$ cat src/rtl/crc8_frame_serializer.sv
// Frame serializer for a bit-serial CRC-8 engine: payload bytes out MSB-first, then the engine's CRC byte.
// Stalls in LOAD with DIN_READY=1 until DIN_VALID; optional shadow CRC check under CRC8SER_SELFCHECK_EN.
module crc8_frame_serializer #(
  parameter int LEN_W   = 8,
  parameter int BIT_DIV = 4
) (
  input  logic             CLK,
  input  logic             RST,
  input  logic             START,
  input  logic [LEN_W-1:0] LEN,
  input  logic [7:0]       DIN,
  input  logic             DIN_VALID,
  output logic             DIN_READY,
  input  logic [7:0]       CRC_IN,
  output logic             CRC_BITVAL,
  output logic             CRC_BITSTRB,
  output logic             CRC_ENABLE,
  output logic             CRC_CLEAR,
  output logic             TXD,
  output logic             TX_VALID,
  output logic             BUSY,
  output logic             DONE,
  output logic             CRC_ERR
);

  localparam int DW = (BIT_DIV > 2) ? $clog2(BIT_DIV) : 1;
  localparam logic [DW-1:0] DIV_LAST = DW'(BIT_DIV - 1);
  localparam logic [DW-1:0] DIV_HALF = DW'(BIT_DIV / 2);

  typedef enum logic [2:0] {IDLE, CLR, LOAD, SHIFT, LATCH, CSHIFT, FIN} state_t;

  state_t           state_q, state_n;
  logic [DW-1:0]    div_q, div_n;
  logic [2:0]       bit_q, bit_n;
  logic [LEN_W-1:0] cnt_q, cnt_n;
  logic [7:0]       sreg_q, sreg_n;

  logic din_ready_n, crc_bitval_n, crc_bitstrb_n, crc_enable_n, crc_clear_n;
  logic txd_n, tx_valid_n, busy_n, done_n;

  always_comb begin
    state_n = state_q;
    div_n   = div_q;
    bit_n   = bit_q;
    cnt_n   = cnt_q;
    sreg_n  = sreg_q;
    case (state_q)
      IDLE: if (START) begin
        state_n = CLR;
        cnt_n   = LEN;
      end
      CLR: state_n = (cnt_q != '0) ? LOAD : LATCH;
      LOAD: if (DIN_VALID && DIN_READY) begin
        sreg_n  = DIN;
        bit_n   = 3'd7;
        div_n   = '0;
        state_n = SHIFT;
      end
      SHIFT, CSHIFT: begin
        if (div_q == DIV_LAST) begin
          div_n  = '0;
          sreg_n = {sreg_q[6:0], 1'b0};
          bit_n  = bit_q - 3'd1;
          if (bit_q == 3'd0) begin
            if (state_q == SHIFT) begin
              cnt_n   = cnt_q - LEN_W'(1);
              state_n = (cnt_q == LEN_W'(1)) ? LATCH : LOAD;
            end else begin
              state_n = FIN;
            end
          end
        end else begin
          div_n = div_q + DW'(1);
        end
      end
      LATCH: begin
        sreg_n  = CRC_IN;
        bit_n   = 3'd7;
        div_n   = '0;
        state_n = CSHIFT;
      end
      FIN:     state_n = IDLE;
      default: state_n = IDLE;
    endcase

    // Outputs are decoded from next-state values so they can be registered without a cycle of lag.
    din_ready_n   = (state_n == LOAD);
    tx_valid_n    = (state_n == SHIFT) || (state_n == CSHIFT);
    txd_n         = tx_valid_n && sreg_n[7];
    crc_enable_n  = (state_n == SHIFT);
    crc_bitval_n  = crc_enable_n && sreg_n[7];
    crc_bitstrb_n = crc_enable_n && (div_n >= DIV_HALF);
    crc_clear_n   = (state_n == CLR);
    busy_n        = (state_n != IDLE);
    done_n        = (state_n == FIN);
  end

  always_ff @(posedge CLK or posedge RST) begin
    if (RST) begin
      state_q     <= IDLE;
      div_q       <= '0;
      bit_q       <= '0;
      cnt_q       <= '0;
      sreg_q      <= '0;
      DIN_READY   <= 1'b0;
      CRC_BITVAL  <= 1'b0;
      CRC_BITSTRB <= 1'b0;
      CRC_ENABLE  <= 1'b0;
      CRC_CLEAR   <= 1'b0;
      TXD         <= 1'b0;
      TX_VALID    <= 1'b0;
      BUSY        <= 1'b0;
      DONE        <= 1'b0;
    end else begin
      state_q     <= state_n;
      div_q       <= div_n;
      bit_q       <= bit_n;
      cnt_q       <= cnt_n;
      sreg_q      <= sreg_n;
      DIN_READY   <= din_ready_n;
      CRC_BITVAL  <= crc_bitval_n;
      CRC_BITSTRB <= crc_bitstrb_n;
      CRC_ENABLE  <= crc_enable_n;
      CRC_CLEAR   <= crc_clear_n;
      TXD         <= txd_n;
      TX_VALID    <= tx_valid_n;
      BUSY        <= busy_n;
      DONE        <= done_n;
    end
  end

`ifdef CRC8SER_SELFCHECK_EN
  logic [7:0] shadow_q;
  logic       err_q;

  function automatic logic [7:0] crc8_step(input logic [7:0] c, input logic b);
    return {c[6:0], 1'b0} ^ ((c[7] ^ b) ? 8'h07 : 8'h00);
  endfunction

  // Shadow advances once per payload bit, on the last clock of the bit period.
  always_ff @(posedge CLK or posedge RST) begin
    if (RST) begin
      shadow_q <= '0;
      err_q    <= 1'b0;
    end else begin
      if (state_q == CLR)
        shadow_q <= '0;
      else if (state_q == SHIFT && div_q == DIV_LAST)
        shadow_q <= crc8_step(shadow_q, sreg_q[7]);
      if (state_q == IDLE && START)
        err_q <= 1'b0;
      else if (state_q == LATCH && shadow_q != CRC_IN)
        err_q <= 1'b1;
    end
  end

  assign CRC_ERR = err_q;
`else
  assign CRC_ERR = 1'b0;
`endif

endmodule

$ cat config.mk
export PLATFORM = sky130hd
export DESIGN_NAME = crc8_frame_serializer
export DESIGN_NICKNAME = d
export VERILOG_FILES = /design/src/rtl/crc8_frame_serializer.sv
export SDC_FILE = /design/constraint.sdc
export NUM_CORES = 1
export LEC_CHECK = 0
export ABC_AREA = 1
export BUFFER_PORTS_ARGS = -buffer_cell sky130_fd_sc_hd__buf_2
export CORE_ASPECT_RATIO = 0.5
export CORE_MARGIN = 10
export CORE_UTILIZATION = 35
export DETAILED_ROUTE_END_ITERATION = 12
export PLACE_DENSITY = 0.57
export SLEW_MARGIN = 0
export SYNTH_ARGS = -nofsm -noshare
export SYNTH_HDL_FRONTEND = slang
export SYNTH_SLANG_ARGS = --single-unit
$ cat constraint.sdc
create_clock -name CLK -period 2.15 [get_ports CLK]
set_input_delay 0.1075 -clock CLK [delete_from_list [all_inputs] [get_ports CLK]]
set_output_delay 0.1075 -clock CLK [all_outputs]
set_load 0.005 [all_outputs]
==> PnR_summary.wiki, run 1 <==
{| class="wikitable"
! Metric !! Value
|-
| Clock tree from TritonCTS || yes
|-
| Aggregate global-route resource usage || 10.54%
|-
| Clock Skew || between 5 and 6 ps
|-
| Detailed-route wire length || about 4.4 mm
|-
| Post-synthesis cell type count || 32
|-
| Portion of the post-synthesis area used by sequential elements || between 40 and 50%
|-
| Final period utilization || roughly 77%
|-
| Fmax || around 0.61 GHz
|-
| Worst Setup Path Type || reg -> reg
|-
| Data arrival, critical path || 1840 ps
|-
| Total iterations of the first detailed-routing run || 4
|-
| Site row count || 18
|-
| Cells along the critical path || inv_1 > nand3_2 > nand2_4 > nand2_2 > nand2_4 > inv_2 > o21ai_0
|-
| Power per Cell Area || 1307 nW/um^2
|-
| Root buf cell || clkbuf_8
|-
| Max_cap viols || 0
|-
| Area growth from synthesis to layout || 20.62%
|-
| WL met2 || around 1.9 mm
|-
| Clock latency on the worst-skew pair || around 280 ps
|-
| Startpoint kind of the worst setup timing path || register
|-
| Post-synthesis instance area || about 1800 sq um
|-
| Register clock-pin slew on the reported worst setup and hold paths || 70 ps
|-
| Antenna violations before repair || 0
|-
| Number of vias after detailed routing || ~1600
|-
| Synthesized area per cell || 7.611 sq um
|-
| Worst min-delay path category || in -> reg
|-
| Capture point of the worst path || cnt_q[6]$_DFFE_PP0P_
|-
| Leak pwr || ~1.2 nW
|-
| Count of antenna-violating nets left after detailed routing || 0
|-
| Half-perimeter wire length of the detailed placement result || between 3 and 4 mm
|-
| Critical path's most frequent cell || nand2_4
|-
| Number of violations reported at the end of detailed-routing iteration 0 || 61
|-
| Pre-CTS setup slack || roughly 530 ps
|-
| Total clock buffers created by CTS || 5
|-
| Sinks on the clock net || 33
|-
| Reg-to-reg critical path endpoint || cnt_q[6]$_DFFE_PP0P_
|-
| Weighted congestion reported at the end of routability-driven placement || around 0.83
|-
| Initial Utilization || between 30% and 40%
|-
| Worst setup EP type || register
|-
| Routed metal-1 wire length || about 2.2 mm
|-
| Synthesized netlist cell count || 240
|-
| Total negative slack || 0 ps
|-
| Total of buffers placed on input and output ports || 36
|-
| DRC violation count after routing || 0
|-
| Highest metal layer used by the detailed router || met4
|-
| VDD IR-drop max || ~0.41 mV
|-
| Worst-case setup margin in the final layout || about 500 ps
|-
| Clock tree buffer depth || 2
|-
| GRT Residual Overflow || 0
|-
| Count of buffering cells on the critical path with inverters included || 2
|-
| Final design instance area without fill || between 2000 and 2500 sq um
|-
| Placeable core region || 4977 sq um
|-
| Fraction of layout cells with a size suffix above 1 || 21.20%
|-
| Critical register-to-register path startpoint || state_q[2]$_DFF_PP0_
|-
| Height of the die || roughly 71 um
|-
| Number of buffers inserted to repair setup after CTS || 0
|-
| Pin count of the biggest net entering global routing || 34
|-
| Slowest stage cell on the critical path || dfrtp_1
|-
| Timing startpoint of the critical path || state_q[2]$_DFF_PP0_
|-
| Required time at the endpoint of the critical path || 2340 ps
|-
| Post_cts resized || 0
|-
| Number of max-slew violations in the final report || 0
|-
| Warnings, synthesis || 0
|-
| Horizontal extent of the die || around 120 um
|-
| Area enclosed by the die boundary || around 8700 sq um
|-
| Final critical delay including setup and external delays || about 1600 ps
|-
| Count of inserted antenna diode cells || 0
|-
| Max H-tree Level || 2
|-
| RSZ-0062 raised after global routing || no
|-
| Outcome || finished, final reports clean
|-
| WL/cell || around 12 um
|-
| Final Net Count || 315
|-
| Wire length of the first global-routing pass || between 7 and 8 mm
|-
| Post-synthesis net count || approximately 270
|-
| Final Setup Violations || 0
|-
| Sum of met3 wire segment lengths after detailed routing || roughly 190 um
|-
| Largest stage delay on the critical path || 400 ps
|-
| Total placed instance area || around 2100 sq um
|-
| Total chip power || about 0.0029 W
|-
| Setup slack on the worst flop-to-flop path || between 500 and 600 ps
|-
| Register-to-Register Path Depth || 7
|-
| Cell count along the critical path || 7
|-
| Via count of the first global-routing pass || 1587
|-
| I/O pin cnt || 38
|-
| Total count of hold-check failures in the final report || 0
|-
| Maximum fanout count along the critical path || 25
|-
| Number of flip-flops and latches in the synthesized netlist || 33
|-
| Cell type group with the largest total delay on the critical path || simple AND/OR/NAND/NOR gates
|-
| Via/cell ratio || between 4 and 5
|}
-- how the worst min path moves through the flow --
stage	startpoint	to	cells past startpoint
finish	DIN[3]	sreg_q[3]$_DFFE_PP0P_	3
global route	DIN[1]	sreg_q[1]$_DFFE_PP0P_	3
CTS	DIN[3]	sreg_q[3]$_DFFE_PP0P_	3
detailed placement	RST	cnt_q[5]$_DFFE_PP0P_	3
global placement	RST	cnt_q[5]$_DFFE_PP0P_	3
floorplan	DIN[6]	sreg_q[6]$_DFFE_PP0P_	2
-- area by class of cell --
type | count | area (sq um)
clock buffers | 5 | 68.82
clock inverters | 3 | 46.29
fillers | 519 | 2774
inverters | 31 | 118.9
multi-input cells | 172 | 850.8
flip-flops and latches | 33 | 825.8
well taps | 70 | 87.58
repair buffers | 39 | 205.2
-- metrics by stage --
stage | cells | util, % | hold WS, ps
finish | 353 | 44.27 | 27.10
global route | 353 | 44.27 | 24.93
CTS | 353 | 44.27 | 23.89
detailed placement | 344 | 41.75 | 223.8
global placement | 344 | 41.75 | 222.9
floorplan | 240 | - | 228.4
-- layout by cell type (no fill, tap or decap), types with 2 or more instances in the layout --
cell type,synthesis,final
a21oi_1,7,7
buf_2,1,36
buf_4,2,2
clkbuf_8,0,5
dfrtp_1,33,33
ha_1,5,5
inv_1,28,28
inv_2,2,2
nand2_1,72,72
nand2_2,3,3
nand2_4,2,2
nand3_1,15,15
nand4_1,2,2
nor2_1,29,29
nor2_4,2,2
nor3_1,2,2
o21ai_0,18,18
xor2_1,2,2
-- registers in the layout, summed over array words and instances, names as in the netlist --
name and cells:
bit_q 3, DONE 1, TX_VALID 1, div_q 2
cnt_q 8, CRC_CLEAR 1, state_q 3, BUSY 1
TXD 1, CRC_BITVAL 1, DIN_READY 1, CRC_ENABLE 1
sreg_q 8, CRC_BITSTRB 1
-- report_power, final --
group | switching [W] | internal, W
Clock | 0.000244 | 0.000347
Combinational | 0.000837 | 0.000423
Sequential | 0.000145 | 0.000884
-- layer usage --
layer	track usage [%]	vias to the layer above
li1	-	833
met1	13.80	739
met2	16.33	27
met3	3.088	2
met4	3.377	0
met5	0	-
-- Yosys cell counts --
cell	instances	area, sq um
nor2_4	2	22.52
nand3_2	1	10.01
a21oi_4	1	16.27
conb_1	1	3.750
nor3_1	2	10.01
a21oi_2	1	8.760
nand4_2	1	12.51
and2_1	1	6.260
nand2_2	3	18.77
inv_1	28	105.1
a21oi_1	7	35.03
inv_4	1	6.260
nand3b_1	1	7.510
nor2_1	29	108.9
o21a_1	1	7.510
a31oi_1	1	6.260
a21boi_1	1	7.510
buf_4	2	15.01
xor2_1	2	17.52
ha_1	5	62.56
inv_2	2	7.510
nand2_1	72	270.3
nand3_1	15	75.07
o21ai_0	18	90.09
buf_2	1	5.000
a22oi_1	1	7.510
dfrtp_1	33	825.8
buf_6	1	11.26
nand4_1	2	12.51
o21ai_1	1	5.000
nand2_4	2	22.52
o22ai_1	1	6.260
-- cell families after synthesis --
group,share of synthesized area (%)
compound gates,10.41
xor+xnor,0.9591
fa+ha+maj,3.425
buf+inv,8.219
flops,45.21
other cells,0.2053
simple gates,31.58
-- what timing repair did --
item                                    in CTS  in global routing
endpoints found under the setup margin       0                  0
hold buffers                                 1                  0
hold endpoints to repair                    33                  0
-- worst register-to-register path, delay by kind of cell (launching register included) --
kind | cells | cell delay [ps]
and+or+nand+nor | 4 | 710
DFF | 1 | 400
buffers and inverters | 2 | 240
AOI/OAI and AO/OA | 1 | 210
Note: power is estimated with default switching activity, not from simulation.
==> run 2: changes to the inputs <==
--- a/config.mk
+++ b/config.mk
@@ -11,7 +11,7 @@
 export CORE_MARGIN = 10
 export CORE_UTILIZATION = 35
 export DETAILED_ROUTE_END_ITERATION = 12
-export PLACE_DENSITY = 0.57
+export PLACE_DENSITY = 0.59
 export SLEW_MARGIN = 0
 export SYNTH_ARGS = -nofsm -noshare
 export SYNTH_HDL_FRONTEND = slang
==> constraint.sdc (replaced) <==
create_clock -name CLK -period 1.5 [get_ports CLK]
set_input_delay 0.075 -clock CLK [delete_from_list [all_inputs] [get_ports CLK]]
set_output_delay 0.075 -clock CLK [all_outputs]
set_load 0.005 [all_outputs]
==> PnR_summary.wiki, run 2 (same netlist as run 1, synthesis figures left out) <==
{| class="wikitable"
! Metric !! Value
|-
| Total clock buffers created by CTS || 5 (unchanged)
|-
| Cell Count, Final, Fillers Out || 378 (+7.1%)
|-
| Highest metal layer used by the detailed router || met4
|-
| Total iterations of the first detailed-routing run || 4 (unchanged)
|-
| Site row count || 18 (unchanged)
|-
| Final period utilization || 96.14% (+19 points)
|-
| WL met2 || 2.287 mm (+19%)
|-
| Regs by FF count || cnt_q x8, sreg_q x8
|-
| Count of inserted antenna diode cells || 0 (unchanged)
|-
| Beginning of the worst hold path || CRC_IN[0]
|-
| Final Net Count || 340 (+7.9%)
|-
| Number of violations reported at the end of detailed-routing iteration 0 || 65 (+6.6%)
|-
| Footprint of the multi-input gates || 925.9 sq um (+8.8%)
|-
| Worst Setup Path Type || reg -> reg
|-
| Total of buffers placed on input and output ports || 36 (unchanged)
|-
| Placeable core region || 4977 sq um (unchanged)
|-
| Register clock-pin slew on the reported worst setup and hold paths || 80 ps (about the same)
|-
| Fmax || 0.6934 GHz (+14%)
|-
| Weighted congestion reported at the end of routability-driven placement || 0.8390 (+0.55%)
|-
| Leak pwr || 1.352 nW (+9.1%)
|-
| Fraction of layout cells with a size suffix above 1 || 33.12% (+12 points)
|-
| Height of the die || 71.09 um (unchanged)
|-
| Antenna violations before repair || 0 (unchanged)
|-
| Count of antenna-violating nets left after detailed routing || 0 (unchanged)
|-
| RSZ-0062 raised after global routing || yes
|-
| Clock latency on the worst-skew pair || 290 ps (about the same)
|-
| Timing startpoint of the critical path || state_q[2]$_DFF_PP0_
|-
| DRC violation count after routing || 0 (unchanged)
|-
| Final critical delay including setup and external delays || 1442 ps (-206.4 ps)
|-
| Clock tree from TritonCTS || yes
|-
| Area enclosed by the die boundary || 8684 sq um (unchanged)
|-
| Sum of met3 wire segment lengths after detailed routing || 174 um (-7.9%)
|-
| Wire length of the first global-routing pass || 7.465 mm (-1.1%)
|-
| Via/cell ratio || 4.624 (+2.0%)
|-
| Aggregate global-route resource usage || 10.51% (-0.031 points)
|-
| Clock Skew || 8.178 ps (+3.176 ps)
|-
| Half-perimeter wire length of the detailed placement result || 3.387 mm (+0.51%)
|-
| Critical register-to-register path startpoint || state_q[2]$_DFF_PP0_
|-
| Worst min-delay path category || in -> reg
|-
| Initial Utilization || 36.70% (unchanged)
|-
| Area of all sequential standard cells || 828.3 sq um (+0.30%)
|-
| Most common cell after layout, fill and taps aside || nand2_1
|-
| Fill cell instance count of the final layout || 493 (-5.0%)
|-
| Max H-tree Level || 2 (unchanged)
|-
| Sinks on the clock net || 33 (unchanged)
|-
| Horizontal extent of the die || 122.2 um (unchanged)
|-
| Final Setup Violations || 0 (unchanged)
|-
| Power per Cell Area || 1858 nW/um^2 (+42%)
|-
| Area growth from synthesis to layout || 36.71%
|-
| Routed metal-1 wire length || 2.143 mm (-3.9%)
|-
| Outcome || finished, final reports clean
|-
| Startpoint kind of the worst setup timing path || register
|-
| I/O pin cnt || 38 (unchanged)
|-
| Number of max-slew violations in the final report || 0 (unchanged)
|-
| Max_cap viols || 0 (unchanged)
|-
| Maximum fanout count along the critical path || 9 (-64%)
|-
| Clock tree buffer depth || 2 (unchanged)
|-
| Most frequent cells in the layout || 67 x nand2_1, 36 x buf_2, 31 x dfrtp_1, 24 x nor2_1, 22 x inv_1
|-
| Total count of hold-check failures in the final report || 0 (unchanged)
|-
| Worst setup EP type || register
|-
| Required time at the endpoint of the critical path || 1680 ps (-660 ps)
|-
| Pin count of the biggest net entering global routing || 34 (unchanged)
|-
| WL/cell || 12.35 um (-0.36%)
|-
| VDD IR-drop max || 0.8101 mV (+96%)
|-
| Detailed-route wire length || 4.670 mm (+6.7%)
|-
| Worst hold-check slack || 19.65 ps (-7.444 ps)
|-
| Via count of the first global-routing pass || 1623 (+2.3%)
|-
| Root buf cell || clkbuf_8
|-
| Data arrival, critical path || 1620 ps (-220 ps)
|-
| Cell count after placement || 355 (+3.2%)
|-
| Number of vias after detailed routing || 1748 (+9.2%)
|-
| GRT Residual Overflow || 0 (unchanged)
|}
==> run 2: metal layers <==
metal	up-vias	global-route usage [%]
li1	891	-
met1	816	13.67
met2	33	16.57
met3	8	2.534
met4	0	3.896
met5	-	0
==> run 2: final cells by class <==
cell class	count	area share, %
multi-input cells	173	37.07
flip-flops and latches	33	33.17
clock inverters	3	1.854
inverters	31	5.210
well taps	70	3.507
clock buffers	5	2.756
repair buffers	63	16.43
==> run 2: where the power goes <==
group          switching (W)  internal, W
clock               0.000362     0.000497
sequential          0.000241      0.00127
combinational        0.00137     0.000893
total                0.00198      0.00266
==> run 2: timing repair <==
action	4_1_cts	5_1_grt
gates resized for setup	0	34
hold endpoints to repair	40	0
buffers inserted	0	6
hold buffers	8	0
setup endpoints to repair	0	26
==> run 2: final timing paths <==
kind                       cells past startpoint               endpoint  slack, ps
max reg2reg                                    8   cnt_q[2]$_DFFE_PP0P_         60
max in group asynchronous                      4   state_q[1]$_DFF_PP0_        760
max                                            8   cnt_q[2]$_DFFE_PP0P_         60
min reg2reg                                    2  sreg_q[6]$_DFFE_PP0P_        480
min in group asynchronous                      4   cnt_q[7]$_DFFE_PP0P_        400
min                                            3  sreg_q[0]$_DFFE_PP0P_         20
==> run 2: worst max-delay path, stage by stage, from the launching register on <==
cell and delay, ps:
dfrtp_1 450, inv_2 150, buf_4 130, nand3_1 80, nand2_1 120, nand2_4 100
inv_4 110, nand2_1 60, and2_1 150
==> run 2: per-stage QoR <==
step | util [%] | power, W | cell area [sq um] | setup WS (ps) | TNS, ps
floorplan | - | 0.002852 | 1827 | 120.6 | 0
CTS | 47.34 | 0.004379 | 2356 | 0.7270 | 0
global placement | 43.41 | 0.003442 | 2161 | 33.75 | 0
global route | 50.18 | 0.005056 | 2497 | -45.12 | -215.9
finish | 50.18 | 0.004639 | 2497 | 57.86 | 0
detailed placement | 43.41 | 0.003483 | 2161 | 21.30 | 0
==> run 3: changes to the inputs <==
--- a/config.mk
+++ b/config.mk
@@ -7,11 +7,11 @@
 export LEC_CHECK = 0
 export ABC_AREA = 1
 export BUFFER_PORTS_ARGS = -buffer_cell sky130_fd_sc_hd__buf_2
+export CAP_MARGIN = 40
 export CORE_ASPECT_RATIO = 0.5
 export CORE_MARGIN = 10
 export CORE_UTILIZATION = 35
 export DETAILED_ROUTE_END_ITERATION = 12
-export PLACE_DENSITY = 0.59
 export SLEW_MARGIN = 0
 export SYNTH_ARGS = -nofsm -noshare
 export SYNTH_HDL_FRONTEND = slang
==> PnR_summary.wiki, run 3 (same netlist as run 1, synthesis figures left out) <==
{| class="wikitable"
! Metric !! Value
|-
| VDD IR-drop max || 0.5342 mV (-34%)
|-
| Final Net Count || 338 (-0.59%)
|-
| Worst Setup Path Type || reg -> reg
|-
| Final period utilization || 97.10% (+0.96 points)
|-
| Total clock buffers created by CTS || 5 (unchanged)
|-
| Antenna violations before repair || 0 (unchanged)
|-
| Clock latency on the worst-skew pair || 290 ps (about the same)
|-
| Regs by FF count || cnt_q x8, sreg_q x8
|-
| Height of the die || 71.09 um (unchanged)
|-
| Number of max-slew violations in the final report || 0 (unchanged)
|-
| RSZ-0062 raised after global routing || yes
|-
| Required time at the endpoint of the critical path || 1680 ps (about the same)
|-
| WL/cell || 12.02 um (-2.7%)
|-
| Clock Skew || 12.88 ps (+4.700 ps)
|-
| Detailed-route wire length || 4.518 mm (-3.3%)
|-
| Clock tree from TritonCTS || yes
|-
| Outcome || finished, final reports clean
|-
| Root buf cell || clkbuf_8
|-
| Total chip power || 0.004398 W (-5.2%)
|-
| Placeable core region || 4977 sq um (unchanged)
|-
| Total of buffers placed on input and output ports || 36 (unchanged)
|-
| Register-to-Register Path Depth || 8 (unchanged)
|-
| Beginning of the worst hold path || CRC_IN[0]
|-
| Pin count of the biggest net entering global routing || 34 (unchanged)
|-
| Number of violations reported at the end of detailed-routing iteration 0 || 84 (+29%)
|-
| Startpoint kind of the worst setup timing path || register
|-
| Total iterations of the first detailed-routing run || 4 (unchanged)
|-
| Site row count || 18 (unchanged)
|-
| Wire length of the first global-routing pass || 7.610 mm (+1.9%)
|-
| I/O pin cnt || 38 (unchanged)
|-
| Via count of the first global-routing pass || 1693 (+4.3%)
|-
| Worst setup EP type || register
|-
| Number of vias after detailed routing || 1690 (-3.3%)
|-
| Count of antenna-violating nets left after detailed routing || 0 (unchanged)
|-
| Slowest stage cell on the critical path || dfrtp_1
|-
| Clock tree buffer depth || 2 (unchanged)
|-
| Area growth from synthesis to layout || 33.42%
|-
| Leak pwr || 1.345 nW (-0.56%)
|-
| Power per Cell Area || 1804 nW/um^2 (-2.9%)
|-
| Cell Count, Final, Fillers Out || 376 (-0.53%)
|-
| Max_cap viols || 0 (unchanged)
|-
| Setup slack on the worst flop-to-flop path || 40 ps (about the same)
|-
| Hold worst-path end || sreg_q[0]$_DFFE_PP0P_
|-
| Initial Utilization || 36.70% (unchanged)
|-
| Fraction of layout cells with a size suffix above 1 || 30.07% (-3.1 points)
|-
| Fmax || 0.6866 GHz (-0.99%)
|-
| Final critical delay including setup and external delays || 1457 ps (+14.40 ps)
|-
| Weighted congestion reported at the end of routability-driven placement || 0.8949 (+6.7%)
|-
| Cells along the critical path || nand3_2 > nand2_4 > buf_6 > nand2_1 > inv_1 > nand2_1 > nand3b_1 > nor2_1
|-
| Aggregate global-route resource usage || 10.73% (+0.21 points)
|-
| Max H-tree Level || 2 (unchanged)
|-
| Horizontal extent of the die || 122.2 um (unchanged)
|-
| DRC violation count after routing || 0 (unchanged)
|-
| Most common cell after layout, fill and taps aside || nand2_1
|-
| Half-perimeter wire length of the detailed placement result || 3.300 mm (-2.6%)
|-
| Total count of hold-check failures in the final report || 0 (unchanged)
|-
| Most frequent cells in the layout || 70 x nand2_1, 36 x buf_2, 32 x dfrtp_1, 24 x nor2_1, 24 x inv_1
|-
| Worst min-delay path category || in -> reg
|-
| Count of inserted antenna diode cells || 0 (unchanged)
|-
| Worst hold-check slack || 32.45 ps (+12.80 ps)
|-
| Final Setup Violations || 0 (unchanged)
|-
| Critical path's most frequent cell || nand2_1
|-
| Reg-to-reg critical path endpoint || DIN_READY$_DFF_PP0_
|-
| Maximum fanout count along the critical path || 10 (+1)
|-
| Cell count after placement || 357 (+0.56%)
|-
| Worst Hold Depth || 3 (unchanged)
|-
| Data arrival, critical path || 1630 ps (about the same)
|-
| Total negative slack || 0 ps (unchanged)
|-
| Register clock-pin slew on the reported worst setup and hold paths || 70 ps (about the same)
|-
| Area enclosed by the die boundary || 8684 sq um (unchanged)
|-
| Sinks on the clock net || 33 (unchanged)
|-
| GRT Residual Overflow || 0 (unchanged)
|-
| Largest stage delay on the critical path || 500 ps (+50 ps)
|-
| Via/cell ratio || 4.495 (-2.8%)
|-
| Critical register-to-register path startpoint || state_q[0]$_DFF_PP0_
|}
==> run 3: changes by cell type in the layout (fill, tap and decap cells not counted), moves of 2 or more <==
cell        before  now
nand2_2          9    5
nand2_1         67   70
clkinvlp_4       2    0
inv_1           22   24
==> run 3: power by group <==
group	switching [W]	leakage, nW	internal (W)	total, W
sequential	0.000231	0.418	0.00127	0.00150
clock	0.000334	0.0512	0.000372	0.000705
combinational	0.00132	0.876	0.000871	0.00219
==> run 3: worst max path at each step <==
stage | cells past startpoint | to | slack [ps] | startpoint
detailed placement | 9 | DIN_READY$_DFF_PP0_ | 40 | state_q[1]$_DFF_PP0_
CTS | 8 | CRC_BITVAL$_DFF_PP0_ | 20 | div_q[0]$_DFF_PP0_
finish | 8 | DIN_READY$_DFF_PP0_ | 40 | state_q[0]$_DFF_PP0_
floorplan | 8 | cnt_q[2]$_DFFE_PP0P_ | 120 | bit_q[0]$_DFFE_PP0P_
global route | 9 | DONE$_DFF_PP0_ | -60 | state_q[0]$_DFF_PP0_
global placement | 9 | DIN_READY$_DFF_PP0_ | 30 | state_q[1]$_DFF_PP0_
==> run 3: what timing repair did <==
action                                  CTS  global route
setup buffers                             0             3
resized for setup                         0            22
endpoints found under the setup margin    0            22
hold buffers                              8             0
endpoints found under the hold margin    40             0
==> run 3: final cells by class <==
class	count	area [sq um]
clock inverters	2	13.76
multi-input cells	172	890.9
repair buffers	62	411.6
inverters	31	123.9
clock buffers	6	82.58
flip-flops and latches	33	827.0
well taps	70	87.58
fillers	489	2540
==> run 3: per-layer routing <==
layer | up-vias | share of wire, % | GRT usage (%)
met5 | - | 0 | 0
met3 | 6 | 4.3 | 3.325
met4 | 0 | 1.6 | 4.675
met2 | 30 | 48 | 17.46
met1 | 774 | 46 | 12.83
li1 | 880 | - | -
==> run 3: through the flow <==
step	instance area [sq um]	util, %	worst slack (ps)
finish	2437	48.97	43.46
global route	2437	48.97	-59.59
CTS	2365	47.51	24.02
detailed placement	2188	43.97	37.72
global placement	2188	43.97	27.41
floorplan	1827	-	120.6
==> run 3: worst max-delay path, delay by kind of cell, from the launching register on <==
| kind | cells | cell delay (ps) |
|---|---|---|
| buf+inv | 2 | 220 |
| flops | 1 | 500 |
| simple gates | 6 | 630 |
